### src/rtl/svc_rv_perf_cnt.sv
// Performance counter block: free-running CYCLE, INSTRET and NUM_EVENTS event counters
// behind a small MMIO window with a lo-read/hi-shadow snapshot scheme.
module svc_rv_perf_cnt #(
    parameter int unsigned NUM_EVENTS = 4,
    parameter int unsigned CNT_WIDTH  = 48,
    parameter int unsigned AW         = 8,
    parameter bit          EN_RST     = 1'b1
) (
    input  logic                  clk,
    input  logic                  rst_n,
    input  logic                  retire,
    input  logic [NUM_EVENTS-1:0] event_vec,
    input  logic                  io_ren,
    input  logic [31:0]           io_raddr,
    output logic [31:0]           io_rdata,
    input  logic                  io_wen,
    input  logic [31:0]           io_waddr,
    input  logic [31:0]           io_wdata,
    input  logic [3:0]            io_wstrb
);

    localparam int unsigned NC = NUM_EVENTS + 2;
    localparam int unsigned SW = CNT_WIDTH - 32;
    localparam int unsigned WW = AW - 2;

    logic [CNT_WIDTH-1:0] cnt_q [NC];
    logic [CNT_WIDTH-1:0] cnt_d [NC];
    logic [NC-1:0]        status_q, status_d;
    logic [NC-1:0]        inc, wrap, w1c;
    logic                 enable_q, enable_d;
    logic                 clear;
    logic [SW-1:0]        shadow_q, shadow_d;
    logic [31:0]          rdata_q, rdata_d;
    logic [WW-1:0]        rword, wword;

    assign rword    = io_raddr[AW-1:2];
    assign wword    = io_waddr[AW-1:2];
    assign inc      = {event_vec, retire, 1'b1};
    assign io_rdata = rdata_q;

    always_comb begin
        enable_d = enable_q;
        clear    = 1'b0;
        w1c      = '0;
        if (io_wen && io_wstrb[0] && wword == WW'(0)) begin
            enable_d = io_wdata[0];
            clear    = io_wdata[1];
        end
        if (io_wen && wword == WW'(1)) begin
            for (int k = 0; k < int'(NC); k++) begin
                w1c[k] = io_wdata[k] & io_wstrb[k/8];
            end
        end
    end

    // Clear takes priority over any increment landing on the same edge.
    always_comb begin
        for (int k = 0; k < int'(NC); k++) begin
            cnt_d[k] = cnt_q[k];
            wrap[k]  = 1'b0;
            if (clear) begin
                cnt_d[k] = '0;
            end else if (enable_q && inc[k]) begin
                cnt_d[k] = cnt_q[k] + CNT_WIDTH'(1);
                wrap[k]  = &cnt_q[k];
            end
        end
        status_d = (status_q & ~w1c) | wrap;
    end

    // Reads see pre-edge state; a lo read snapshots the upper bits for the hi read.
    always_comb begin
        rdata_d  = rdata_q;
        shadow_d = shadow_q;
        if (io_ren) begin
            rdata_d = '0;
            if (rword == WW'(0)) begin
                rdata_d = {31'b0, enable_q};
            end else if (rword == WW'(1)) begin
                rdata_d = 32'(status_q);
            end
            for (int k = 0; k < int'(NC); k++) begin
                if (rword == WW'(2 + 2 * k)) begin
                    rdata_d  = cnt_q[k][31:0];
                    shadow_d = cnt_q[k][CNT_WIDTH-1:32];
                end else if (rword == WW'(3 + 2 * k)) begin
                    rdata_d = 32'(shadow_q);
                end
            end
        end
    end

    always_ff @(posedge clk or negedge rst_n) begin
        if (!rst_n) begin
            cnt_q    <= '{default: '0};
            status_q <= '0;
            enable_q <= EN_RST;
            shadow_q <= '0;
            rdata_q  <= '0;
        end else begin
            cnt_q    <= cnt_d;
            status_q <= status_d;
            enable_q <= enable_d;
            shadow_q <= shadow_d;
            rdata_q  <= rdata_d;
        end
    end

    logic unused_bits;
    assign unused_bits = ^{io_raddr[31:AW], io_raddr[1:0], io_waddr[31:AW], io_waddr[1:0],
                           io_wdata, io_wstrb};

endmodule

### config.mk
export PLATFORM = sky130hd
export DESIGN_NAME = svc_rv_perf_cnt
export DESIGN_NICKNAME = d
export VERILOG_FILES = /design/src/rtl/svc_rv_perf_cnt.sv
export SDC_FILE = /design/constraint.sdc
export NUM_CORES = 1
export LEC_CHECK = 0
export CAP_MARGIN = 5
export CELL_PAD_IN_SITES_DETAIL_PLACEMENT = 2
export CELL_PAD_IN_SITES_GLOBAL_PLACEMENT = 2
export CORE_MARGIN = 1
export CORE_UTILIZATION = 34
export DETAILED_ROUTE_END_ITERATION = 8
export PLACE_DENSITY_LB_ADDON = 0.15
export SLEW_MARGIN = 30
export SYNTH_ARGS = -nofsm -noshare
export SYNTH_HDL_FRONTEND = slang
export SYNTH_SLANG_ARGS = --single-unit
### constraint.sdc
create_clock -name clk -period 2.2 [get_ports clk]
set_input_delay 0.44 -clock clk [delete_from_list [all_inputs] [get_ports clk]]
set_output_delay 0.44 -clock clk [all_outputs]
set_load 0.03 [all_outputs]
After elaboration in Yosys (flattened, before gate mapping)
Cells that the tools add are included.
{"block": "classes", "n_addsub": 6, "n_eq_ne": 14, "n_reduce_logical": 24, "mux": 46, "bitwise_logic": 9}
{"cell": "$mux 48", "count": 12}
{"cell": "$mux 32", "count": 12}
{"cell": "$add 48x1->48 const B", "count": 6}
{"cell": "$reduce_and 48->1", "count": 6}
{"cell": "$mux 16", "count": 6}
{"cell": "$eq 6x4->1 const B", "count": 6}
{"cell": "$eq 6x3->1 const B", "count": 4}
{"cell": "$mux 6", "count": 3}
{"cell": "$mux 1", "count": 13}
{"cell": "$eq 6x1->1 const B", "count": 2}
{"cell": "$eq 6x2->1 const B", "count": 2}
{"cell": "$logic_not 6->1", "count": 2}
{"cell": "$reduce_bool 2->1", "count": 6}
{"cell": "$logic_and 1x1->1", "count": 8}
{"cell": "$and 1x1->1", "count": 6}
{"cell": "$and 6x6->6", "count": 1}
{"cell": "$not 6->6", "count": 1}
{"cell": "$or 6x6->6", "count": 1}
{"cell": "$reduce_bool 6->1", "count": 1}
{"cell": "$reduce_and 2->1", "count": 1}
{"block": "word_totals", "reg_bits": 343, "out_inout_bits": 32, "elab_cells": 109, "in_bits": 109}

Logic depth before layout (Yosys ltp)
{"block": "logic_depth", "ltp_word": 15, "ltp_mapped": 10, "ltp_nobuf": 6}

Worst setup path before layout
OpenSTA, ideal clock, no wires.
{"block": "synth_timing", "kind": "in2reg", "from": "in io_raddr[7]", "to": "reg shadow_q[3]", "cell_stages": 7, "t_arrival_ps": 2343, "slack_ps": -284, "cell_sequence": "clkbuf_1 or4b_2 nor3_1 nand2_1 clkbuf_1 a221oi_1 a221oi_1"}
{"block": "synth_between", "elab_chain_len": 6}
{"element": "from (decl)", "line_no": "14", "text": "input logic [31:0] io_raddr,"}
{"element": "$eq 6x3->1", "line_no": "83", "text": "if (rword == WW'(2 + 2 * k)) begin"}
{"element": "$mux 16 (5 in series)", "line_no": "83"}
{"element": "to (signal assigned)", "line_no": "104", "text": "shadow_q <= shadow_d;"}
{"element": "to (decl)", "line_no": "32", "text": "logic [SW-1:0] shadow_q, shadow_d;"}
Several ways; a longest one is shown, not always the timed one.
A chain may end at the register's enable or synchronous reset.

Worst setup path after layout
{"block": "layout_timing", "from": "reg enable_q", "to": "reg cnt_q[283] in the netlist's numbering"}
{"block": "layout_between", "elab_chain_len": 1}
{"element": "from (decl)", "line_no": "30", "text": "logic enable_q, enable_d;"}
{"element": "from (signal assigned)", "line_no": "103", "text": "enable_q <= enable_d;"}
{"element": "$reduce_bool 2->1 (no source line)"}
{"element": "to (signal assigned)", "line_no": "101", "text": "cnt_q <= cnt_d;"}
{"element": "to (decl)", "line_no": "26", "text": "logic [CNT_WIDTH-1:0] cnt_q [NC];"}
Every way passes these cells.

==> summary.md <==
| Metric | Value |
|---|---|
| Final instance area | `28,900 um^2` |
| Met2 usage | `58.7%` |
| Post-synthesis sequential area ratio | `43.3%` |
| Synth Net Count | `2,348` |
| Placed inst area | `25,500 um^2` |
| GRT Max-Usage Layer | `met2` |
| Skew final | `0.0278 ns` |
| Post-layout util | `50.1%` |
| Largest net degree at the start of global routing | `72` |
| RSZ-0062 raised after global routing | `yes` |
| Setup WS pre-CTS | `-1.05 ns` |
| Starting Density | `34.4%` |
| WL per Instance | `29.6 um` |
| CTS Root Cell | `clkbuf_16` |
| Die W | `between 200 and 250 um` |
| Final Max Slew Viols | `0` |
| Antenna violations before repair | `1` |
| Final hold slack | `0.369 ns` |
| Design Power | `18.7 mW` |
| Synth Register Bits | `343` |
| Initial DRC count | `1,449` |
| H-Tree Depth | `2` |
| Fin cells | `3,606` |
| Worst Setup End Kind | `register` |
| Failing checks | `setup timing` |
| Post-synth top flop | `dfrtp_1` |
| # DRC | `0` |
| Antenna-violating nets left | `0` |
| Worst-Margin Slew | `roughly 0.82 ns` |
| Syn. warnings | `0` |
| Total global-route track usage | `34.6%` |
| GR Util met3 | `3.78%` |
| Cells after Synth | `roughly 2.2k` |
| Slowest library cell on the worst path | `dfstp_2` |
| Setup WS post-layout | `-0.114 ns` |
| Outcome | `finished with violations` |
| Max Fclk | `approximately 0.43 GHz` |
| FP Rows | `88` |
| Reg clk slew, reported paths | `0.06 ns` |
| Post-synth top area cell | `dfrtp_1` |
| Hpwl dp | `76,100 um` |
| Global routing usage on met1 | `44.0%` |
| CTS tree | `done` |
| Ports | `around 140` |
| Drt pass-1 iters | `5` |
| Vias in the first global route | `23.9k` |
| Max Cap Violations | `0` |
| Mapped cell area | `between 15,000 and 20,000 um^2` |
| Register Area | `8590 um^2` |
| Post-synth EDFFs | `0` |
| Synth top area cells | `dfrtp_1 (43%), nor2_1 (4.9%), xor2_1 (3.8%), nand2_1 (3.7%), nand4_1 (3.2%)` |
| Gpl congestion | `approximately 1` |
| Synth async-reset ratio | `100%` |
| Final setup viols | `28` |
| Placed cells | `3,446` |
| Crit path required time | `2.71 ns` |
| Core Region | `57,700 um^2` |
| # clock sinks | `343` |
| Lkg Pwr | `12.5 nW` |
| Maximum root-to-sink buffer count | `3` |
| CP Launch Type | `register` |
| CP Max Fanout | `8` |
| Peak supply drop | `0.000560 V` |
| Setup TNS | `-0.800 ns` |
| Worst EP arrival | `2.83 ns` |
| Grt total ovfl | `0` |
| First-pass GRT wire length | `155,000 um` |
| Most common cell after layout, fill and taps aside | `buf_4` |
| Crit-path cells | `buf_12 > nand4_1 > buf_6 > nor4_4 > buf_4 > nand4_1 > buf_6 > or4_4 > a21oi_4` |
| HP Class | `in2async` |
| Die Y | `about 240 um` |
| Relative slew margins | `between 40 and 50%` |
| Die Area | `59,300 um^2` |
| Detailed Route WL | `107,000 um` |
| Setup CP Type | `reg2reg` |
| Port Buf Inserts | `59` |
| Share of post-route cells with drive strength above 1 | `32.2%` |
| Fin nets | `2,920` |
| Period Utilization, post-route | `105%` |
| Most frequent cells in the layout | `buf_4 (499), dfrtp_1 (336), nor2_1 (258)` |
| Total CTS buffers | `45` |
| Top cell type's share of synthesized area | `43.2%` |
| Max incr delay on CP | `0.55 ns` |
| Tmin final | `between 2 and 2.5 ns` |
| Vias | `21.8k` |
| Multi-input gate area | `roughly 12,000 um^2` |
| Worst-Skew Late Latency | `0.59 ns` |
| Fin. Hold Viols | `0` |
| Power Density | `646 nW/um^2` |
| Area delta synth->final | `45.6%` |
| Mean post-synth cell area | `around 9 um^2` |
| Count of cell types in the netlist | `81` |
| Via density | `6.04` |
| Layout fillers | `6,056` |
[synth_stat cells, types with 49 or more instances]
| master | instances |
|---|---|
| dfrtp_1 | 342 |
| nand2_1 | 198 |
| a21oi_1 | 123 |
| o31ai_1 | 49 |
| xor2_1 | 86 |
| nand4_1 | 101 |
| nor2_1 | 260 |
| clkbuf_1 | 107 |
| xnor2_1 | 72 |
| nand3_1 | 119 |
| inv_1 | 60 |
| o21ai_0 | 74 |
| or4_1 | 67 |
[report_power, final]
group	internal [mW]	leakage, nW	switching, mW	total [mW]
sequential	6.83	4.43	0.778	7.61
combinational	1.44	7.36	2.17	3.61
clock	4.34	0.716	3.10	7.44
[final timing paths]
path	from	end	slack, ns	cells past startpoint
min in group clk	io_waddr[2]	enable_q	0.45	4
hold reg to reg	io_rdata[21]	io_rdata[21]	0.52	2
setup / recovery	enable_q	cnt_q[283]	-0.11	9
max in group asynchronous	rst_n	cnt_q[227]	1.04	3
hold / removal	rst_n	cnt_q[58]	0.37	2
setup reg to reg	enable_q	cnt_q[283]	-0.11	9
[critical path: cells and delay by family, from the launching register on]
family,cells,cell delay (ns)
AO/OA/AOI/OAI,1,0.16
buffers and inverters,4,0.68
flip-flops,1,0.55
AND/OR/NAND/NOR,4,0.83
[layout make-up]
| class | instances | share of cell area, % |
|---|---|---|
| inverter | 61 | 0.793 |
| clock inverter | 8 | 0.195 |
| tap | 765 | 3.31 |
| sequential | 343 | 29.7 |
| clock buffer | 73 | 4.86 |
| timing repair buffer | 649 | 19.8 |
| multi-input combinational | 1705 | 41.2 |
| antenna | 2 | 0.0173 |
[flip-flops by register name (all words and copies together), names as in the netlist]
register and count:
cnt_q 288, enable_q 1, io_rdata 32, shadow_q 16, status_q 6
[kinds of logic after synthesis]
family	after synthesis	synth area share, %
buf+inv	188	3.66
simple gates	1015	26.6
compound gates	478	16.7
xor+xnor	158	6.98
fa+ha+maj	6	0.379
flops	343	43.3
mux	45	2.37
[repair_timing]
| action | 4_1_cts | 5_1_grt |
|---|---|---|
| resized for setup | 107 | 199 |
| pin swaps | 40 | 88 |
| gates cloned | 3 | 3 |
| endpoints found under the hold margin | 28 | 0 |
| setup buffers | 37 | 38 |
| setup endpoints to repair | 176 | 182 |
| hold buffers | 1 | 0 |
[per-layer routing]
layer	up-vias	part of all wire [%]	wire, um
li1	9477	-	-
met5	-	0.015	16
met1	11500	42	44300
met3	207	4.6	4890
met4	2	5.5	5810
met2	591	48	51600
(Power assumes the default switching activity.)
